===== config.mk =====
export PLATFORM = sky130hd
export DESIGN_NAME = gpio_edge_event_master
export DESIGN_NICKNAME = d
export VERILOG_FILES = /design/src/rtl/gpio_pkg.sv /design/src/rtl/gpio_event_fifo.sv /design/src/rtl/gpio_edge_event_master.sv
export SDC_FILE = /design/constraint.sdc
export NUM_CORES = 1
export LEC_CHECK = 0
export BUFFER_PORTS_ARGS = -buffer_cell sky130_fd_sc_hd__buf_4
export CAP_MARGIN = 20
export CELL_PAD_IN_SITES_DETAIL_PLACEMENT = 1
export CELL_PAD_IN_SITES_GLOBAL_PLACEMENT = 1
export CORE_ASPECT_RATIO = 1.25
export CORE_MARGIN = 2
export CORE_UTILIZATION = 33
export DETAILED_ROUTE_END_ITERATION = 7
export PLACE_DENSITY_LB_ADDON = 0.05
export SYNTH_ARGS = -nofsm -noshare
export SYNTH_HDL_FRONTEND = slang
export SYNTH_SLANG_ARGS = --single-unit

===== constraint.sdc =====
create_clock -name clk -period 3.1 [get_ports clk]
set_clock_uncertainty 0.15 [all_clocks]
set_input_delay 0.31 -clock clk [delete_from_list [all_inputs] [get_ports clk]]
set_output_delay 0.31 -clock clk [all_outputs]
set_load 0.05 [all_outputs]

===== src/rtl/gpio_pkg.sv =====
// Shared definitions for the GPIO edge-event master: slave register map,
// common counter width and the service FSM state encoding.
// No logic; constants and types only.
package gpio_pkg;

  // Slave word addresses
  localparam logic [1:0] GPIO_ADDR_DATA = 2'd0;  // also the parked bus address
  localparam logic [1:0] GPIO_ADDR_MASK = 2'd2;
  localparam logic [1:0] GPIO_ADDR_EDGE = 2'd3;

  // Width shared by the read-wait/holdoff counter and the poll counter
  localparam int CNT_W = 16;

  typedef enum logic [2:0] {
    ST_INIT     = 3'd0,
    ST_IDLE     = 3'd1,
    ST_MASK_WR  = 3'd2,
    ST_RD_ISSUE = 3'd3,
    ST_RD_WAIT  = 3'd4,
    ST_EVAL     = 3'd5,
    ST_CLR      = 3'd6,
    ST_HOLDOFF  = 3'd7
  } state_t;

endpackage


===== src/rtl/gpio_event_fifo.sv =====
// Synchronous first-word-fall-through FIFO for captured edge words.
// Latency: a push is visible on pop_data the cycle after it is written.
// Backpressure: full/empty flags; push when full and pop when empty are ignored.
// Ports: clk, reset_n, push/push_data (write side), pop/pop_data (read side,
//        pop_data is 0 while empty), full, empty.
module gpio_event_fifo #(
  parameter int DATA_W = 32,
  parameter int DEPTH  = 4
) (
  input  logic              clk,
  input  logic              reset_n,
  input  logic              push,
  input  logic [DATA_W-1:0] push_data,
  input  logic              pop,
  output logic [DATA_W-1:0] pop_data,
  output logic              full,
  output logic              empty
);

  localparam int AW = $clog2(DEPTH);
  localparam logic [AW:0] FULL_CNT = (AW+1)'(DEPTH);

  logic [DATA_W-1:0] mem [DEPTH];
  logic [AW-1:0]     wr_ptr;
  logic [AW-1:0]     rd_ptr;
  logic [AW:0]       count;
  logic              push_ok;
  logic              pop_ok;

  assign push_ok = push && !full;
  assign pop_ok  = pop && !empty;

  always_ff @(posedge clk or negedge reset_n) begin
    if (!reset_n) begin
      wr_ptr <= '0;
      rd_ptr <= '0;
      count  <= '0;
    end else begin
      if (push_ok) wr_ptr <= wr_ptr + 1'b1;
      if (pop_ok)  rd_ptr <= rd_ptr + 1'b1;
      case ({push_ok, pop_ok})
        2'b10:   count <= count + 1'b1;
        2'b01:   count <= count - 1'b1;
        default: count <= count;
      endcase
    end
  end

  // Storage needs no reset: nothing is read while empty.
  always_ff @(posedge clk) begin
    if (push_ok) mem[wr_ptr] <= push_data;
  end

  assign full     = (count == FULL_CNT);
  assign empty    = (count == '0);
  assign pop_data = empty ? '0 : mem[rd_ptr];

endmodule


===== src/rtl/gpio_edge_event_master.sv =====
// Avalon-MM initiator servicing one GPIO edge-capture slave: reads edge bits, W1C-clears them, queues events.
// Latency: irq in IDLE -> read next cycle -> clear write READ_LATENCY+2 cycles later -> ev_valid one cycle after.
// Backpressure: ev_valid/ev_ready; with the event FIFO full no read is issued and edges stay latched in the slave.
// Ports: clk, reset_n, irq; Avalon master m_address/m_chipselect/m_write_n/m_writedata/m_readdata;
//        cfg_mask_valid/cfg_mask_data runtime mask update; ev_valid/ev_ready/ev_data event stream; busy.
module gpio_edge_event_master
  import gpio_pkg::*;
#(
  parameter int                DATA_W        = 32,
  parameter int                READ_LATENCY  = 1,
  parameter int                FIFO_DEPTH    = 4,
  parameter logic [DATA_W-1:0] INIT_MASK     = '0,
  parameter int                POLL_INTERVAL = 0,
  parameter int                HOLDOFF       = 8
) (
  input  logic              clk,
  input  logic              reset_n,
  input  logic              irq,
  output logic [1:0]        m_address,
  output logic              m_chipselect,
  output logic              m_write_n,
  output logic [DATA_W-1:0] m_writedata,
  input  logic [DATA_W-1:0] m_readdata,
  input  logic              cfg_mask_valid,
  input  logic [DATA_W-1:0] cfg_mask_data,
  output logic              ev_valid,
  input  logic              ev_ready,
  output logic [DATA_W-1:0] ev_data,
  output logic              busy
);

  state_t            state_q, state_d;
  logic [CNT_W-1:0]  cnt_q;
  logic [DATA_W-1:0] cap_q;
  logic              init_go_q;
  logic              pend_vld_q;
  logic [DATA_W-1:0] pend_mask_q;
  logic [CNT_W-1:0]  poll_cnt_q;
  logic              poll_pend_q;
  logic              poll_tick;
  logic              svc_take;
  logic              mask_done;
  logic              fifo_push;
  logic              fifo_full;
  logic              fifo_empty;
  logic              rd_last;

  // Last read-wait cycle is the one where slave readdata is valid.
  assign rd_last = (cnt_q == CNT_W'(READ_LATENCY - 1));

  always_ff @(posedge clk or negedge reset_n) begin
    if (!reset_n) state_q <= ST_INIT;
    else          state_q <= state_d;
  end

  always_comb begin
    state_d      = state_q;
    m_chipselect = 1'b0;
    m_write_n    = 1'b1;
    m_address    = GPIO_ADDR_DATA;
    m_writedata  = '0;
    fifo_push    = 1'b0;
    svc_take     = 1'b0;
    mask_done    = 1'b0;
    case (state_q)
      ST_INIT: begin
        // Outputs decode straight from state, so the initial mask write is held
        // back until the first clock after reset release keeps the bus quiet in reset.
        if (init_go_q) begin
          m_chipselect = 1'b1;
          m_write_n    = 1'b0;
          m_address    = GPIO_ADDR_MASK;
          m_writedata  = INIT_MASK;
          state_d      = ST_IDLE;
        end
      end
      ST_IDLE: begin
        if (pend_vld_q) begin
          state_d = ST_MASK_WR;
        end else if ((irq || poll_pend_q) && !fifo_full) begin
          state_d  = ST_RD_ISSUE;
          svc_take = 1'b1;
        end
      end
      ST_MASK_WR: begin
        m_chipselect = 1'b1;
        m_write_n    = 1'b0;
        m_address    = GPIO_ADDR_MASK;
        m_writedata  = pend_mask_q;
        mask_done    = 1'b1;
        state_d      = ST_IDLE;
      end
      ST_RD_ISSUE: begin
        m_chipselect = 1'b1;
        m_address    = GPIO_ADDR_EDGE;
        state_d      = ST_RD_WAIT;
      end
      ST_RD_WAIT: begin
        if (rd_last) state_d = ST_EVAL;
      end
      ST_EVAL: begin
        if (cap_q != '0)      state_d = ST_CLR;
        else if (HOLDOFF == 0) state_d = ST_IDLE;
        else                  state_d = ST_HOLDOFF;
      end
      ST_CLR: begin
        // W1C with exactly the bits read: edges arriving after the read survive.
        m_chipselect = 1'b1;
        m_write_n    = 1'b0;
        m_address    = GPIO_ADDR_EDGE;
        m_writedata  = cap_q;
        fifo_push    = 1'b1;
        state_d      = ST_IDLE;
      end
      ST_HOLDOFF: begin
        if (cnt_q == CNT_W'(HOLDOFF - 1)) state_d = ST_IDLE;
      end
      default: state_d = ST_INIT;
    endcase
  end

  // Shared wait counter: restarts on every state change, runs only in
  // RD_WAIT and HOLDOFF.
  always_ff @(posedge clk or negedge reset_n) begin
    if (!reset_n) begin
      cnt_q <= '0;
    end else if (state_d != state_q) begin
      cnt_q <= '0;
    end else if (state_q == ST_RD_WAIT || state_q == ST_HOLDOFF) begin
      cnt_q <= cnt_q + 1'b1;
    end
  end

  always_ff @(posedge clk or negedge reset_n) begin
    if (!reset_n) begin
      cap_q     <= '0;
      init_go_q <= 1'b0;
    end else begin
      init_go_q <= 1'b1;
      if (state_q == ST_RD_WAIT && rd_last) cap_q <= m_readdata;
    end
  end

  // Runtime mask request; a newer request overwrites a pending one.
  always_ff @(posedge clk or negedge reset_n) begin
    if (!reset_n) begin
      pend_vld_q  <= 1'b0;
      pend_mask_q <= '0;
    end else if (cfg_mask_valid) begin
      pend_vld_q  <= 1'b1;
      pend_mask_q <= cfg_mask_data;
    end else if (mask_done) begin
      pend_vld_q  <= 1'b0;
    end
  end

  // Free-running poll timer; the tick is held until IDLE starts a service.
  assign poll_tick = (POLL_INTERVAL != 0) && (poll_cnt_q == CNT_W'(POLL_INTERVAL - 1));

  always_ff @(posedge clk or negedge reset_n) begin
    if (!reset_n) begin
      poll_cnt_q  <= '0;
      poll_pend_q <= 1'b0;
    end else begin
      if (poll_tick || POLL_INTERVAL == 0) poll_cnt_q <= '0;
      else                                 poll_cnt_q <= poll_cnt_q + 1'b1;
      poll_pend_q <= poll_tick || (poll_pend_q && !svc_take);
    end
  end

  gpio_event_fifo #(
    .DATA_W (DATA_W),
    .DEPTH  (FIFO_DEPTH)
  ) u_fifo (
    .clk       (clk),
    .reset_n   (reset_n),
    .push      (fifo_push),
    .push_data (cap_q),
    .pop       (ev_valid && ev_ready),
    .pop_data  (ev_data),
    .full      (fifo_full),
    .empty     (fifo_empty)
  );

  assign ev_valid = !fifo_empty;
  assign busy     = !(state_q == ST_IDLE || state_q == ST_HOLDOFF);

endmodule


# Yosys cells after proc, flatten, opt, wreduce, memory -nomap -nowiden
# Memory sizes are Yosys's and may differ from the RTL's.
# Index checks and enable logic that the tools add are counted.
dict set report classes {
  addsub 5
  muxes 27
  reduce_logical 23
  n_eq_ne 12
}
# operator n
set op_table {}
lappend op_table {{one-hot mux 32 bit (2 select lines)} 1}
lappend op_table {{2-to-1 mux 16 bit} 2}
lappend op_table {{2-to-1 mux 32 bit} 1}
lappend op_table {{nonzero test 32 bit} 1}
lappend op_table {{one-hot mux 3 bit (7 select lines)} 1}
lappend op_table {{adder 16 x 1 -> 16 bit, second input constant} 1}
lappend op_table {{== test 16 x 3 -> 1 bit, second input constant} 1}
lappend op_table {{logical NOT 16 bit} 1}
lappend op_table {{== test 3 bit, second input constant} 5}
lappend op_table {{2-to-1 mux 3 bit} 5}
lappend op_table {{2-to-1 mux 1 bit} 12}
lappend op_table {{== test 3 x 2 -> 1 bit, second input constant} 2}
lappend op_table {{logical AND 1 bit} 6}
lappend op_table {{logical NOT 3 bit} 2}
lappend op_table {{one-hot mux 2 bit (3 select lines)} 1}
lappend op_table {{one-hot mux 3 bit (2 select lines)} 1}
lappend op_table {{nonzero test 2 bit} 3}
lappend op_table {{adder 2 x 1 -> 2 bit, second input constant} 2}
lappend op_table {{logical NOT 1 bit} 4}
lappend op_table {{one-hot mux 1 bit (2 select lines)} 2}
lappend op_table {{OR reduction 2 bit} 2}
lappend op_table {{adder 3 x 1 -> 3 bit, second input constant} 1}
lappend op_table {{== test 3 x 1 -> 1 bit, second input constant} 1}
lappend op_table {{logical OR 1 bit} 3}
lappend op_table {{6 further kinds} 6}
dict set report word_totals {
  output_inout_bits 70
  register_bits 93
  ram_bits 128
  in_bits 69
  wordCells 78
  n_memories 1
}
# memory depth word_bits read_ports rd_clocked_by_memory_dff write_ports line_no
set memory_table {}
lappend memory_table {u_fifo.mem 4 32 1 0 1 gpio_event_fifo.sv:23} ;# logic [DATA_W-1:0] mem [DEPTH];

# Longest topological paths before layout
# Gate-level depths: netlist of the first run.
dict set report depth {
  ltp_word 8
  ltp_mapped 10
  depth_no_buf 9
}

# Modules after synthesis
# A second synthesis of the first run with hierarchy kept.
dict set report hier_totals {
  hier_cells 558
  area_unflattened_um2 9250.1
}
# mod cells_per_inst seq_area_each_um2 instances area_each_um2
set by_module_without_submodules {}
lappend by_module_without_submodules {gpio_event_fifo 241 4018.9 1 5260.0}
lappend by_module_without_submodules {gpio_edge_event_master 317 2152.1 1 3990.1}

# Least setup slack after synthesis of the first run
# Ideal clock, no wire load.
dict set report synth_path {
  kind {register to register}
  startpoint {reg state_q[1]}
  endpoint {mem u_fifo.mem[0][0], enable pin}
  n_path_buf 1
  path_stages_with_launch 5
  required_ps 2558
  setup_ps 392
  slack_ps 360
  synth_period_minus_slack_ps 2740
  arrival_ps 2198
  path_cell_list {dfrtp_1 > buf_1 > inv_1 > nor3_1 > and2_1}
}
dict set report synth_via {
  elab_chain_cells 5
}
# item line_no
set synth_rtl {}
lappend synth_rtl {{start: declaration} gpio_edge_event_master.sv:32} ;# state_t state_q, state_d;
lappend synth_rtl {{start signal: assignment} gpio_edge_event_master.sv:53} ;# else state_q <= state_d;
lappend synth_rtl {{== test 3 bit} gpio_edge_event_master.sv:65} ;# case (state_q)
lappend synth_rtl {{2-to-1 mux 1 bit} gpio_edge_event_master.sv:65}
lappend synth_rtl {{logical AND 1 bit} gpio_event_fifo.sv:30} ;# assign push_ok = push && !full;
lappend synth_rtl {{2-to-1 mux 1 bit} gpio_event_fifo.sv:51} ;# if (push_ok) mem[wr_ptr] <= push_data;
lappend synth_rtl {{2-to-1 mux 1 bit (not written as such)} gpio_event_fifo.sv:51}
lappend synth_rtl {{end: declaration} gpio_event_fifo.sv:23}
# Every way passes these cells.

# Final worst setup path of the first run
dict set report layout_path {
  startpoint {reg state_q[1]}
  endpoint {out m_writedata[3]}
}
dict set report layout_via {
  elab_chain_cells 2
  word_cells_on_any_way 3
  cone_classes {2 x eq/ne; 1 x mux}
}
# item line_no
set layout_rtl {}
lappend layout_rtl {{== test 3 bit / == test 3 x 2 -> 1 bit (equally long branches)} gpio_edge_event_master.sv:65}
lappend layout_rtl {{one-hot mux 32 bit (2 select lines) (*)} gpio_edge_event_master.sv:65}
lappend layout_rtl {{end: declaration} gpio_edge_event_master.sv:22} ;# output logic [DATA_W-1:0] m_writedata,
# Mark *: on every way between the ends. The rest lies on a longest branch, timed or not.

==> impl_metrics.ini, run 1 <==
[outcome]
status = finished clean

[sta]
slew_violations = 0
finalCriticalPeriod_ns = 2.86
unrepaired_setup_endpoints_after_global_routing = false
fin_setup_tns_ns = 0
max_freq_ghz = 0.350
slew-limit-headroom = 0.551
final_worst_hold_slack_ns = 0.0375
finalSetupViolCount = 0
slew_worst_pin_ns = 0.673
min_period_over_period = 0.923
final-hold-violation-count = 0

[placement]
numPlacedInstances = 1046
hpwl_mm = 15.9
port_buffers = 138
global_placer_s_final_weighted_congestion = 0.703

[die]
start_util = 0.335
die_h_um = 191
die_width_um = 154
die-area_um2 = 29400
design.portCount = 139
placementRows = 68
fp.coreArea_um2 = 27600

[detailed_routing]
routed_vias = 5762
number_of_nets_with_antenna_violations_after_routing = 0
via_per_inst = 4.99
drt-initial-drc-count = 159
routedWlPerCell_um = 21.2
dr.pass1.iters = 4
totalWireLength_mm = 24.5
drcViolationCount = 0

[clock_tree]
cts_buffers = 24
htree_num_levels = 1
tritoncts = done
clk_root_buffer_cell = clkbuf_16
insertion_delay_ns = 0.52
clkTransAtPathRegs_ns = 0.06
cts.sink_count = 221
cts.path.max_buffers = 3

[power_and_ir_drop]
power_report.internal_total_w = 0.00757
power_switching_share = 0.397
pwr-share-comb = 0.405
sw_power_w = 0.00499
power_per_cell_area_nw_per_um2 = 1020
power.leakage_nw = 4.77
ir_drop_mv = 0.547
p_clk_frac = 0.232
portion_of_total_power_attributed_to_sequential_cells = 0.363

[synth]
synth.lib_cells_used.distinct = 43
yosysWarningCount = 0
synth-edff-count = 128
synth.ff_latch_count = 221
post_synth_inst_count = 570
synthArstFlopShare = 0.421
seq_area_frac_synth = 0.668
syn-mean-instance-area_um2 = 16.2
synthesis.nets = 647
synth-main-ff-cell = edfxtp_1
synthesis.area_um2 = 9240

[global_route]
gr-usage-all-layers = 0.168
antenna_found_initial = 0
grt-ovfl-total = 0
grt_pass1_wl_mm = 38.2
grt_pass1_vias = 6378
grt_start_max_net_pins = 45

[cells_and_area]
filler_cell_count = 2728
sequential_area_um2 = 6170
num_antenna_cells = 0
post_layout_nonfiller_instances = 1155
drive_gt1_frac = 0.375
multi_input_comb_area_um2 = 2890
final_nets = 864
fin_util = 0.446
synthToLayoutAreaGrowth_pct = 33.0

[worst_setup_path]
worst-setup-path-type = flop to output pin
worst_stage_delay_on_the_critical_path_ns = 0.53
crit_path_end_kind = output pin
timing.critical_path.arrival_ns = 2.40
critical_path.slowest_cell = dfrtp_2
path_cells = inv_1, nor3_4, buf_12, a22o_1, buf_4
crit_family = buffers and inverters
timing.critical_path.required_ns = 2.64
highest_net_fanout_along_the_worst_path = 29
critical_path_buffers_and_inverters = 3
worst_setup_path_start_kind = flop

[hold_path]
hold_path_class = input port to flop

[flow_run]
max_cap_violations = 0
cells in the mapped netlist, types with 5 or more instances:
library cell / number / area [um^2]
clkbuf_1: 21 / 78.8
xor2_1: 9 / 78.8
nor2_1: 13 / 48.8
a22o_1: 34 / 298
nor3_1: 7 / 35.0
mux2_2: 64 / 721
dfrtp_1: 93 / 2330
nor4_1: 7 / 43.8
a21oi_1: 20 / 100
nand4_1: 7 / 43.8
and3_1: 5 / 31.3
nand2_1: 15 / 56.3
edfxtp_1: 128 / 3840
and2_1: 37 / 231
buf_2: 7 / 35.0
mux4_2: 32 / 721
ha_1: 7 / 87.6
inv_1: 13 / 48.8
xnor2_1: 14 / 123
cell families (layout without fill, tap and decap cells):
| kind of cell | after synthesis | in the layout | synth area share |
|---|---|---|---|
| and+or+nand+nor | 111 | 111 | 0.0683 |
| xor gates and xnor gates | 23 | 23 | 0.0218 |
| AOI/OAI and AO/OA | 64 | 64 | 0.0511 |
| buffers and inverters | 45 | 280 | 0.0218 |
| adders and majority gates | 8 | 8 | 0.0116 |
| DFF | 221 | 221 | 0.668 |
| other | 1 | 1 | 0.000406 |
| muxes | 97 | 97 | 0.157 |
registers in the layout, indices dropped and copies added, names as in the netlist:
register,count
u_fifo.rd_ptr,2
pend_vld_q,1
cap_q,32
state_q,3
u_fifo.count,3
cnt_q,16
u_fifo.wr_ptr,2
init_go_q,1
poll_pend_q,1
u_fifo.mem,128
pend_mask_q,32
path summary, 6_finish.rpt:
kind / start / endpoint / slack (ns) / cells after the start
max in group asynchronous: reset_n / cnt_q[12] / 1.79 / 3
worst max register to register: cap_q[10] / cnt_q[13] / 0.44 / 6
min in group asynchronous: reset_n / cnt_q[7] / 0.22 / 2
worst min-delay path: ev_ready / u_fifo.rd_ptr[0] / 0.04 / 3
worst max-delay path: state_q[1] / m_writedata[3] / 0.24 / 5
worst min register to register: u_fifo.count[2] / u_fifo.count[2] / 0.33 / 1
layer usage:
layer	GRT usage	share of wire
met5	0	0
met3	0.0249	0.042
met1	0.221	0.44
met2	0.296	0.51
met4	0.0409	0.014
worst min-delay path, cell delays in order:
cell and delay [ns]:
buf_4 0.08, and2_1 0.18, xor2_1 0.08
placed cells by master, fill, tap and decap left out, drive strengths merged, types with 20 or more instances in the layout:
master / instances
dlygate4sd3: 65
mux4: 32
clkbuf: 35
mux2: 64
a22o: 35
edfxtp: 128
and2: 37
dfrtp: 93
a21oi: 20
buf: 158
repair_timing:
item,in CTS,in global routing
endpoints found under the hold margin,105,0
endpoints found under the setup margin,2,3
hold buffers,65,0
gates resized for setup,1,1
buffers inserted,0,0
metrics by stage:
stage	instance area (um^2)	power (W)	worst slack [ns]
3_5_place_dp	10800	0.00975	0.461
2_1_floorplan	9240	0.00793	0.360
6_report	12300	0.0126	0.240
4_1_cts	12300	0.0128	0.0715
3_3_place_gp	10800	0.00964	0.439
5_1_grt	12300	0.0132	0.140
cell type report:
class,count,share of cell area
Sequential cell,221,0.502
Multi-Input combinational cell,304,0.235
Timing Repair Buffer,223,0.157
Clock buffer,35,0.0588
Tap cell,350,0.0356
Clock inverter,9,0.00743
Inverter,13,0.00397
power by group through the flow:
stage | clock network (W) | registers, W | logic (W)
global route | 0.00310 | 0.00469 | 0.00541
finish | 0.00291 | 0.00456 | 0.00509
floorplan | 0 | 0.00421 | 0.00371
detailed placement | 0 | 0.00465 | 0.00510
global placement | 0 | 0.00460 | 0.00504
CTS | 0.00300 | 0.00460 | 0.00519
(Power assumes the default switching activity.)
==> run 2, diff against run 1 <==
REMOVE_ABC_BUFFERS = 1   (was not set)
SYNTH_HIERARCHICAL = 1   (was not set)
==> impl_metrics.ini, run 2 <==
[outcome]
status = finished clean

[synth]
cell_type_with_the_highest_aggregate_area_in_the_netlist = edfxtp_1
yosysWarningCount = 6
synth.ff_latch_count = 221
cell_types_occupying_the_most_area_after_synthesis = edfxtp_1 42%, dfrtp_1 25%, mux2_2 7.9%
post_synth_inst_count = 558
post-synth-top-count-cell = edfxtp_1
synthesis.area_um2 = 9250
synth_largest_type_area_fraction = 0.416
synthArstFlopShare = 0.421
synth-main-ff-cell = edfxtp_1
syn-mean-instance-area_um2 = 16.6
synth-edff-count = 128
synthTopCellsByCount = 128 x edfxtp_1, 93 x dfrtp_1, 65 x mux2_2
synth.lib_cells_used.distinct = 43
seq_area_frac_synth = 0.667

[die]
die-area_um2 = 29400
fp.coreArea_um2 = 27600
start_util = 0.336
die_h_um = 191
placementRows = 68
design.portCount = 139
die_width_um = 154

[flow_run]
max_cap_violations = 0

[power_and_ir_drop]
power.leakage_nw = 4.76
power_per_cell_area_nw_per_um2 = 1020
ir_drop_mv = 0.655

[detailed_routing]
totalWireLength_mm = 23.5
routed_vias = 5593
dr.pass1.iters = 4
number_of_nets_with_antenna_violations_after_routing = 0
via_per_inst = 4.89
drcViolationCount = 0
routedWlPerCell_um = 20.5
drt-initial-drc-count = 170

[clock_tree]
clk_root_buffer_cell = clkbuf_16
cts_buffers = 24
htree_num_levels = 1
cts.sink_count = 221
tritoncts = done
insertion_delay_ns = 0.51
clkTransAtPathRegs_ns = 0.06
cts.path.max_buffers = 3
postCtsSetupRepairBufs = 0

[cells_and_area]
layout_common_cells = 148 x buf_4, 128 x edfxtp_1, 91 x dfrtp_1
layout.cells.most_common = buf_4
drive_gt1_frac = 0.387
fin_util = 0.444
largest_register = u_fifo/mem
final_nets = 852
largest_reg_flops = 128
num_antenna_cells = 0
synthToLayoutAreaGrowth_pct = 32.2
largestRegisters = u_fifo/mem (128), cap_q (32), pend_mask_q (32)

[sta]
slew_worst_pin_ns = 0.951
max_freq_ghz = 0.345
slew-limit-headroom = 0.366
final-hold-violation-count = 0
finalSetupViolCount = 0
slew_violations = 0
fin_setup_tns_ns = 0
unrepaired_setup_endpoints_after_global_routing = false
min_period_over_period = 0.934
finalCriticalPeriod_ns = 2.90

[global_route]
grt_pass1_vias = 6408
grt_pass1_wl_mm = 37.5
gr-usage-all-layers = 0.164
grt-ovfl-total = 0
antenna_found_initial = 0
grt_start_max_net_pins = 51

[worst_setup_path]
timing.critical_path.arrival_ns = 2.44
crit_path_end_kind = output pin
worst_setup_path_start_kind = flop
worst-setup-path-type = flop to output pin
worstSetupStartpoint = u_fifo/rd_ptr[0]
timing.critical_path.required_ns = 2.64
highest_net_fanout_along_the_worst_path = 19
r2r-start = u_fifo/count[0]

[placement]
global_placer_s_final_weighted_congestion = 0.729
port_buffers = 138
hpwl_mm = 15.0

[hold_path]
min_from = ev_ready
hold_path_class = input port to flop
==> run 2: cell count changes in the layout (fill, tap and decap cells not counted), sizes merged, moves of 6 or more <==
cell	before	now
and2	37	8
nor2	13	23
xnor2	14	8
a21oi	20	2
xor2	9	15
nor2b	1	37
==> run 2: worst paths after layout <==
| kind | end | slack, ns | depth (start not counted) |
|---|---|---|---|
| max in group asynchronous | state_q[2] | 1.74 | 4 |
| hold / removal | u_fifo/rd_ptr[1] | 0.17 | 5 |
| setup reg to reg | u_fifo/count[2] | 0.58 | 9 |
| setup / recovery | ev_data[3] | 0.20 | 4 |
| hold reg to reg | poll_pend_q | 0.35 | 1 |
| min in group asynchronous | cnt_q[11] | 0.27 | 2 |
==> run 2: final cells by class <==
type                            instances  area (um^2)
Sequential cell                       221         6170
Tap cell                              350          438
Inverter                               10         37.5
Clock buffer                           31          678
Timing Repair Buffer                  219         1880
Multi-Input combinational cell        299         2890
Clock inverter                         13          130
Fill cell                            2784        15300
==> run 2: worst max-delay path: stages (launching register included) <==
cell     delay [ns]
dfrtp_2        0.73
buf_12         0.28
mux4_2         0.52
nor2b_1        0.17
buf_4          0.22
==> run 2: through the flow <==
step,power (W),instance area [um^2],hold WS [ns],worst slack [ns],cells
after global placement,0.00954,10800,0.269,0.675,1034
after detailed placement,0.00965,10800,0.287,0.613,1034
after CTS,0.0127,12200,0.174,0.108,1143
final,0.0124,12200,0.175,0.205,1143
after floorplan,0.00786,9070,-0.136,-0.415,530
after global routing,0.0131,12200,0.223,0.0262,1143
==> run 2: logic make-up (layout without fill, tap and decap cells) <==
group           after synthesis  in the layout  synth area share
flops                       221            221             0.667
simple gates                125            125            0.0780
mux                          98             98             0.158
compound gates               44             44            0.0387
buf+inv                      38            273            0.0234
xor+xnor                     23             23            0.0226
fa+ha+maj                     8              8            0.0116
other cells                   1              1          0.000405
==> run 2: what timing repair did <==
action	4_1_cts	5_1_grt
setup endpoints to repair	0	0
gates resized for setup	0	0
hold buffers	65	0
endpoints found under the hold margin	113	0
==> run 2: layer usage <==
layer,GRT usage,part of all wire
met1,0.209,0.42
met3,0.0238,0.041
met4,0.0353,0.014
met2,0.299,0.52
met5,0,0
==> run 2: report_power, final <==
part / switching (W) / internal (W)
Combinational: 0.00291 / 0.00190
Sequential: 0.000748 / 0.00398
Clock: 0.00117 / 0.00172
